==> src/rtl/mem_access_pkg.sv <==
// Shared definitions for the MEM stage: opcode bus, ME_* opcodes,
// register bus types and MEM state encodings.
package mem_access_pkg;

  typedef logic [7:0]  AluOpBus;
  typedef logic [31:0] RegBus;
  typedef logic [4:0]  RegAddrBus;

  localparam logic  RstEnable = 1'b1;
  localparam RegBus ZeroWord  = 32'h0000_0000;

  localparam AluOpBus ME_NOP_OP = 8'h00;
  localparam AluOpBus ME_LB_OP  = 8'h20;
  localparam AluOpBus ME_LH_OP  = 8'h21;
  localparam AluOpBus ME_LW_OP  = 8'h23;
  localparam AluOpBus ME_LBU_OP = 8'h24;
  localparam AluOpBus ME_LHU_OP = 8'h25;
  localparam AluOpBus ME_SB_OP  = 8'h28;
  localparam AluOpBus ME_SH_OP  = 8'h29;
  localparam AluOpBus ME_SW_OP  = 8'h2B;

  typedef enum logic [1:0] {
    MEM_IDLE   = 2'd0,
    MEM_ACCESS = 2'd1,
    MEM_DONE   = 2'd2
  } mem_state_e;

  // Bytes moved by an opcode; 0 marks anything that is not a memory op.
  function automatic logic [2:0] me_nbytes(input AluOpBus op);
    case (op)
      ME_LB_OP, ME_LBU_OP, ME_SB_OP: me_nbytes = 3'd1;
      ME_LH_OP, ME_LHU_OP, ME_SH_OP: me_nbytes = 3'd2;
      ME_LW_OP, ME_SW_OP:            me_nbytes = 3'd4;
      default:                       me_nbytes = 3'd0;
    endcase
  endfunction

  function automatic logic me_is_store(input AluOpBus op);
    me_is_store = (op == ME_SB_OP) || (op == ME_SH_OP) || (op == ME_SW_OP);
  endfunction

endpackage

==> src/rtl/mem_load_ext.sv <==
// Load result shaping: picks the loaded width out of the byte buffer and
// sign- or zero-extends it to a full register.
module mem_load_ext
  import mem_access_pkg::*;
(
  input  RegBus   buf_i,
  input  AluOpBus aluop_i,
  output RegBus   data_o
);

  // Width/extension select; LW and non-loads see the buffer as-is.
  always_comb begin
    data_o = buf_i;
    case (aluop_i)
      ME_LB_OP:  data_o = {{24{buf_i[7]}}, buf_i[7:0]};
      ME_LBU_OP: data_o = {24'h000000, buf_i[7:0]};
      ME_LH_OP:  data_o = {{16{buf_i[15]}}, buf_i[15:0]};
      ME_LHU_OP: data_o = {16'h0000, buf_i[15:0]};
      default:   data_o = buf_i;
    endcase
  end

endmodule

==> src/rtl/mem_access.sv <==
// MEM stage: serialises loads/stores into byte requests on the arbiter
// port (little-endian), stalls the pipeline until done, then hands the
// writeback data to MEM/WB for exactly one cycle.
module mem_access
  import mem_access_pkg::*;
#(
  parameter int ADDR_WIDTH = 32
) (
  input  logic                  clk,
  input  logic                  rst,
  input  RegAddrBus             wd_i,
  input  logic                  wreg_i,
  input  RegBus                 wdata_i,
  input  AluOpBus               aluop_i,
  input  logic [ADDR_WIDTH-1:0] mem_addr_i,
  input  logic                  mem_grant_i,
  input  logic [7:0]            mem_din_i,
  output logic                  mem_req_o,
  output logic                  mem_we_o,
  output logic [ADDR_WIDTH-1:0] mem_addr_o,
  output logic [7:0]            mem_dout_o,
  output RegAddrBus             wd_o,
  output logic                  wreg_o,
  output RegBus                 wdata_o,
  output logic                  stall_req_o
);

  mem_state_e state_q, state_d;
  logic [2:0] issue_q, issue_d;
  logic [2:0] recv_q, recv_d;
  RegBus      buf_q, buf_d;
  logic       rd_pend_q, rd_pend_d;  // a read was granted last cycle

  logic [2:0] nbytes;
  logic       is_store, is_load, req;
  RegBus      ext_data;

  assign nbytes   = me_nbytes(aluop_i);
  assign is_store = me_is_store(aluop_i);
  assign is_load  = (nbytes != 3'd0) && !is_store;
  assign req      = (state_q == MEM_ACCESS) && (issue_q < nbytes);

  mem_load_ext u_ext (
    .buf_i   (buf_q),
    .aluop_i (aluop_i),
    .data_o  (ext_data)
  );

  // State, counters and byte buffer; reset abandons any access in flight.
  always_ff @(posedge clk) begin
    if (rst == RstEnable) begin
      state_q   <= MEM_IDLE;
      issue_q   <= 3'd0;
      recv_q    <= 3'd0;
      buf_q     <= ZeroWord;
      rd_pend_q <= 1'b0;
    end else begin
      state_q   <= state_d;
      issue_q   <= issue_d;
      recv_q    <= recv_d;
      buf_q     <= buf_d;
      rd_pend_q <= rd_pend_d;
    end
  end

  // Next state: issue on grant, capture read bytes one cycle later.
  always_comb begin
    state_d   = state_q;
    issue_d   = issue_q;
    recv_d    = recv_q;
    buf_d     = buf_q;
    rd_pend_d = 1'b0;
    case (state_q)
      MEM_IDLE: begin
        if (nbytes != 3'd0) begin
          state_d = MEM_ACCESS;
          issue_d = 3'd0;
          recv_d  = 3'd0;
          buf_d   = ZeroWord;
        end
      end
      MEM_ACCESS: begin
        if (nbytes == 3'd0) begin
          // opcode vanished under a held latch; nothing sensible to finish
          state_d = MEM_IDLE;
        end else begin
          if (req && mem_grant_i) begin
            issue_d   = issue_q + 3'd1;
            rd_pend_d = !is_store;
            if (is_store && (issue_q == nbytes - 3'd1)) state_d = MEM_DONE;
          end
          if (rd_pend_q) begin
            buf_d[{recv_q[1:0], 3'b000} +: 8] = mem_din_i;
            recv_d = recv_q + 3'd1;
            if (recv_q == nbytes - 3'd1) state_d = MEM_DONE;
          end
        end
      end
      MEM_DONE: state_d = MEM_IDLE;
      default:  state_d = MEM_IDLE;
    endcase
  end

  // Outputs: byte port while issuing, pass-through in IDLE, result in DONE.
  always_comb begin
    mem_req_o   = req;
    mem_we_o    = req && is_store;
    mem_addr_o  = req ? (mem_addr_i + ADDR_WIDTH'(issue_q)) : '0;
    mem_dout_o  = (req && is_store) ? wdata_i[{issue_q[1:0], 3'b000} +: 8] : 8'h00;
    wd_o        = wd_i;
    wreg_o      = 1'b0;
    wdata_o     = ZeroWord;
    stall_req_o = 1'b0;
    case (state_q)
      MEM_IDLE: begin
        if (nbytes == 3'd0) begin
          wreg_o  = wreg_i;
          wdata_o = wdata_i;
        end else begin
          stall_req_o = 1'b1;
        end
      end
      MEM_ACCESS: stall_req_o = 1'b1;
      MEM_DONE: begin
        if (is_load) begin
          wreg_o  = wreg_i;
          wdata_o = ext_data;
        end
      end
      default: ;
    endcase
    if (rst == RstEnable) begin
      mem_req_o   = 1'b0;
      mem_we_o    = 1'b0;
      mem_addr_o  = '0;
      mem_dout_o  = 8'h00;
      wd_o        = '0;
      wreg_o      = 1'b0;
      wdata_o     = ZeroWord;
      stall_req_o = 1'b0;
    end
  end

endmodule

==> config.mk <==
export PLATFORM = sky130hd
export DESIGN_NAME = mem_access
export DESIGN_NICKNAME = d
export VERILOG_FILES = /design/src/rtl/mem_access_pkg.sv /design/src/rtl/mem_load_ext.sv /design/src/rtl/mem_access.sv
export SDC_FILE = /design/constraint.sdc
export NUM_CORES = 1
export LEC_CHECK = 0
export CAP_MARGIN = 20
export CORE_MARGIN = 2
export CORE_UTILIZATION = 43
export CTS_CLUSTER_SIZE = 30
export DETAILED_ROUTE_END_ITERATION = 8
export GPL_ROUTABILITY_DRIVEN = 0
export GPL_TIMING_DRIVEN = 0
export PLACE_DENSITY = 0.81
export RECOVER_POWER = 25
export SLEW_MARGIN = 20
export SYNTH_ARGS = -nofsm -noshare
export SYNTH_HDL_FRONTEND = slang
export SYNTH_SLANG_ARGS = --single-unit
==> constraint.sdc <==
create_clock -name clk -period 6.35 [get_ports clk]
set_input_delay 1.905 -clock clk [delete_from_list [all_inputs] [get_ports clk]]
set_output_delay 1.905 -clock clk [all_outputs]
set_load 0.02 [all_outputs]
==> After elaboration in Yosys (flattened, before gate mapping) <==
Index checks and enable logic that the tools add are counted.
{ "word_totals": {"reg_bits": 41, "wordCells": 89, "input_bits": 89, "output_inout_bits": 81} }
{ "classes": {"muxes": 39, "order_cmp": 1, "n_bitwise": 2, "reduce_logical": 18, "add_sub_neg": 5, "eq_ne": 16, "n_shift": 3} }
{ "op_table": {"columns": ["cell", "n"], "rows": [
  ["two-way mux 32 bit", 8],
  ["case mux 32 bit (2 select lines)", 2],
  ["case mux 32 bit (4 select lines)", 1],
  ["equality test 8 x 6 -> 1 bit (second input constant)", 8],
  ["adder 32 x 3 -> 32 bit", 1],
  ["bitwise mux 32 bit", 1],
  ["variable shift 8 x 7 -> 32 bit (first input constant)", 1],
  ["variable part select 32 x 6 -> 8 bit", 1],
  ["variable part select 8 x 7 -> 32 bit", 1],
  ["two-way mux 8 bit", 2],
  ["two-way mux 3 bit", 5],
  ["two-way mux 2 bit", 6],
  ["case mux 3 bit (2 select lines)", 2],
  ["case mux 3 bit (3 select lines)", 1],
  ["AND reduction 4 bit", 2],
  ["two-way mux 1 bit", 7],
  ["negation 5 -> 7 bit", 1],
  ["adder 3 x 1 -> 3 bit (second input constant)", 2],
  ["equality test 3 bit", 2],
  ["inequality test 2 bit (second input constant)", 3],
  ["OR reduction 3 bit", 2],
  ["logical AND 1 bit", 5],
  ["two-way mux 5 bit", 1],
  ["case mux 1 bit (2 select lines)", 2],
  ["other kinds (15)", 17]
]} }

==> Logic depth before layout (Yosys ltp) <==
{ "depth": {"ltp_word": 12, "ltp_mapped": 13, "ltp_nobuf": 10} }

==> By module <==
From an unflattened synthesis, not the netlist that was laid out.
{ "hier_totals": {"cells_unflattened": 512, "hier_area_um2": 3913.8} }
{ "modules_own_cells": {"columns": ["module", "seq_area_each_um2", "instances", "area_each_um2", "cells_each"], "rows": [
  ["mem_access", 820.8, 1, 3532.1, 458],
  ["mem_load_ext", 0.0, 1, 381.6, 54]
]} }

==> Worst setup path after synthesis <==
Ideal clock, no wire load.
{ "synth_timing": {"path_kind": "input -> output", "from": "input port aluop_i[4]", "to": "output port wdata_o[21]", "setup_slack_ps": -151, "path_buffers": 2, "arrival_ps": 4596, "stages": 10, "path_cell_list": "or4b_1 -> buf_2 -> nor2_1 -> nand3_1 -> ha_1 -> ha_1 -> a311oi_2 -> nand2_1 -> clkbuf_1 -> o21ai_0"} }
{ "synth_between": {"elab_chain_cells": 8, "word_cells_on_any_way": 23} }
{ "synth_rtl": {"columns": ["item", "line_no", "text"], "rows": [
  ["start: declaration", "mem_access.sv:14", "input AluOpBus aluop_i,"],
  ["equality test 8 x 6 -> 1 bit (on tied branches)", "mem_access_pkg.sv:30, mem_access_pkg.sv:39, mem_load_ext.sv:14", null],
  ["OR reduction 3 bit (tied with other cells)", "mem_access_pkg.sv:30", "case (op)"],
  ["case mux 3 bit (3 select lines) / logical OR 1 bit (equally long branches)", "mem_access_pkg.sv:30, mem_access_pkg.sv:39", null],
  ["nonzero test 3 bit / logical NOT 1 bit (equally long branches)", "mem_access.sv:40", "assign is_load = (nbytes != 3'd0) && !is_store;"],
  ["logical AND 1 bit", "mem_access.sv:40", null],
  ["two-way mux 32 bit", "mem_access.sv:125", "if (is_load) begin"],
  ["case mux 32 bit (2 select lines) *", "mem_access.sv:114", "case (state_q)"],
  ["two-way mux 32 bit *", "mem_access.sv:132", "if (rst == RstEnable) begin"],
  ["end: declaration", "mem_access.sv:24", "output RegBus wdata_o,"]
]} }
Every way passes the cells marked *; elsewhere a longest branch is shown, timed or not.

==> Final worst setup path <==
{ "layout_timing": {"from": "input port mem_addr_i[0]", "to": "output port mem_addr_o[30]"} }
{ "layout_between": {"elab_chain_cells": 3} }
{ "layout_rtl": {"columns": ["item", "line_no", "text"], "rows": [
  ["start: declaration", "mem_access.sv:15", "input logic [ADDR_WIDTH-1:0] mem_addr_i,"],
  ["adder 32 x 3 -> 32 bit", "mem_access.sv:108", "mem_addr_o = req ? (mem_addr_i + ADDR_WIDTH'(issue_q)) : '0;"],
  ["two-way mux 32 bit", "mem_access.sv:108", null],
  ["two-way mux 32 bit", "mem_access.sv:132", null],
  ["end: declaration", "mem_access.sv:20", "output logic [ADDR_WIDTH-1:0] mem_addr_o,"]
]} }
No other way between the ends.

==> results.toml <==
[routing]
totalWireLength_um = 15900
drt_first_pass_iters = 5
post_drt_wl_per_cell_um = 19.7
drt_iter0_drc = 367
vias = 5042
via_per_inst = 6.22
drc = 0
ant_nets = 0

[placement]
dp_hpwl_um = 11800
placed_cells = 791
placed_area_sq_um = 5740
io_buffers = 165

[synthesis]
syn_area_per_cell_sq_um = 7.56
synth_flop_cell = "dfxtp_1"
synth_compound_area_share_pct = 26.2
synth_area_sq_um = 3920
synth_fa_ha_area_share_pct = 4.67
synth_top_family_by_area = "simple AND/OR/NAND/NOR gates"
yosys_register_bits = 41
synthArstFlopShare_pct = 0
synth_cell_types = 59
synth_edf_count = 0
yosysSeqAreaShare_pct = 21.0
synth.area.mux_share_pct = 9.46
synth_fp_nets = 621
ys_warn_count = 0
synth-simple-area-share_pct = 30.3
syn_inst = 518
synth_xor_area_share_pct = 3.36

[cells_and_area]
fin_cells = 811
utilization_pct = 67.5
nets = 805
fillers = 728
drive_above_1_share_pct = 22.6
syn_to_final_growth_pct = 51.0
finalInstanceArea_sq_um = 5910
n_antenna_cell = 0

[sta]
fmax_mhz = 160
holdWs_ns = 0.476
skew_ns = 0.00435
tightest_slew_ns = 2.23
min_period_ns = 6.24
setup_viol = 0
rsz0062_at_grt = "false"
finalCritPeriodShare_pct = 98.2
slew_headroom_pct = -52.8
maxSlewViolCount = 18
hold_viol_final = 0

[floorplanning]
ios = 170
die_w_um = 99.4
coreArea_sq_um = 8760
die_y_um = 99.4
start_util_pct = 44.7
core.rowCount = 34
die_area_sq_um = 9880

[clock_tree]
cts_buffer_depth = 2
cts_root_buffer = "clkbuf_8"
clk_latency_ns = 0.31
cts.clk_slew.worst_paths_ns = 0.08
cts_tree = "done"
cts_inserted_buffers = 5
cts.sinks = 41
htreeDepth = 2

[pwr]
p_int_mw = 0.469
p_leak_nw = 2.18
seqPwrFrac_pct = 38.8
switching_share_pct = 29.3
pwr-share-comb_pct = 26.9
p_per_area_nw_per_um2 = 112
netSwitchingPower_mw = 0.194
peakVddDrop_v = 0.000107
clkPwrFrac_pct = 34.4

[critical_path]
slowest_delay_ns = 0.58
r2r-start = "recv_q[0]"
required_ns = 4.45
cp_slowest_cell = "or4_1"
crit_chain = "clkdlybuf4s50_1, ha_1, fa_2, a21oi_1, or4_1, nor4_2, mux2i_1, dlygate4sd2_1"
reg2reg_setup_slack_ns = 2.32
start_kind = "input port"
crit_start = "mem_addr_i[0]"
cp.arrival_ns = 4.33
worstSetupEndpointType = "output pin"
r2r-end = "buf_q[1]"
crit_type = "input port to output pin"
rr_worst_depth = 7
crit_fanout = 4

[run_status]
violations = "capacitance limit, slew limit"
status = "finished, violations left"

[grt]
grt.total_usage_pct = 30.6
grt.overflow.total = 0
grt_pass1_wl_um = 24600
grt_max_degree = 14
antenna_found_initial = 0
grt_pass1_vias = 4860

[run]
cap_violations = 2

[worst_hold_path]
holdPathEnd = "buf_q[29]"
hold_class = "register to register"
whs_path_depth = 2
min-delay-start = "buf_q[29]"
-- power groups by stage --
stage | registers, mW | clock network, mW | logic (mW)
2_1_floorplan | 0.263 | 0 | 0.0678
3_3_place_gp | 0.263 | 0 | 0.176
3_5_place_dp | 0.263 | 0 | 0.178
4_1_cts | 0.257 | 0.227 | 0.174
5_1_grt | 0.257 | 0.239 | 0.188
6_report | 0.257 | 0.228 | 0.178
-- worst max-delay path by stage --
stage                                end  slack (ns)
after global routing         wdata_o[16]       0.007
after global placement       wdata_o[24]       -1.52
final                     mem_addr_o[30]        0.11
after detailed placement     wdata_o[29]       -1.56
after CTS                 mem_addr_o[16]       0.002
after floorplan              wdata_o[12]       -0.15
-- cell usage after synthesis (3+ instances only) --
cell	number	area, sq um
buf_1	4	15.0
dfxtp_1	41	821
ha_1	13	163
buf_2	3	15.0
o21a_1	3	22.5
a22oi_1	38	285
mux2i_1	19	190
xnor2_1	9	78.8
clkbuf_1	29	109
inv_1	10	37.5
o21ai_0	33	165
and2_1	10	62.6
a31oi_1	3	18.8
nor3_1	14	70.1
or3_1	5	31.3
o31ai_1	8	60.1
or4b_1	4	40.0
a21o_1	6	45.0
a21oi_1	35	175
nor2_1	52	195
nor2b_1	8	50.1
nor4_1	3	18.8
o211ai_1	5	37.5
nand3_1	14	70.1
nand4_1	9	56.3
mux4_2	8	180
nor4b_1	3	26.3
a2111oi_4	3	82.6
or4_1	13	97.6
nand2b_1	5	31.3
nand2_1	59	221
and3_1	6	37.5
xor2_1	6	52.6
-- sequential cells by signal, indices dropped and copies added (netlist names) --
signal,flops
buf_q,32
issue_q,3
rd_pend_q,1
recv_q,3
state_q,2
-- kinds of logic after synthesis --
logic type	after synthesis
AO/OA/AOI/OAI	148
XOR/XNOR	15
adder cells (fa/ha/maj)	14
buffers and inverters	49
flip-flops	41
multiplexers	27
AND/OR/NAND/NOR	224
-- metal layers --
layer	global-route usage [%]	up-vias	share of wire [%]
met5	0	-	0
met4	11.9	0	3.2
met3	5.62	52	9.6
met2	51.3	321	48
met1	38.9	2368	40
li1	-	2301	-
-- critical path, delay by kind of cell --
family | cells | cell delay (ns)
AO/OA/AOI/OAI | 1 | 0.17
adder cells (fa/ha/maj) | 2 | 0.47
buffers and inverters | 2 | 0.81
multiplexers | 1 | 0.20
AND/OR/NAND/NOR | 2 | 0.77
-- layout make-up --
type,count,area (sq um),area share [%]
Sequential cell,41,821,13.9
Timing Repair Buffer,180,1530,25.9
Buffer,36,201,3.41
Inverter,10,37.5,0.635
Clock buffer,6,82.6,1.40
Multi-Input combinational cell,428,3070,51.9
Clock inverter,2,37.5,0.635
Tap cell,108,135,2.29
-- layout by cell type (no fill, tap or decap), types with 8 or more instances in the layout --
cell type        Yosys  final
nand4_1              9      9
clkdlybuf4s50_1      0     83
and2_1              10     10
nor3_1              14     12
mux2i_1             19     19
nand2_1             59     57
mux4_2               8      8
buf_4                1     28
buf_2                3     38
nor2_1              52     40
nor2b_1              8      8
inv_1               10     10
clkbuf_1            29     21
or4_1               13     13
dfxtp_1             41     41
ha_1                13      9
clkbuf_8             0      9
o21ai_0             33     21
a21oi_1             35     33
clkbuf_2             1      8
o21ai_1              1     10
nand3_1             14     12
nor2_2               0      9
xnor2_1              9      9
a22oi_1             38     37
-- metrics by stage --
| stage | power [mW] | setup WS [ns] | setup TNS (ns) |
|---|---|---|---|
| after floorplan | 0.331 | -0.151 | -2.71 |
| after global placement | 0.439 | -1.52 | -85.67 |
| after detailed placement | 0.441 | -1.56 | -90.64 |
| after CTS | 0.658 | 0.00203 | 0 |
| after global routing | 0.684 | 0.00737 | 0 |
| final | 0.663 | 0.113 | 0 |
-- what timing repair did --
| item | CTS | global route |
|---|---|---|
| gates cloned | 3 | 0 |
| setup endpoints to repair | 76 | 73 |
| hold buffers | 0 | 0 |
| resized for setup | 343 | 52 |
| pin swaps | 10 | 10 |
| buffers inserted | 8 | 4 |
Note: power is estimated with default switching activity, not from simulation.
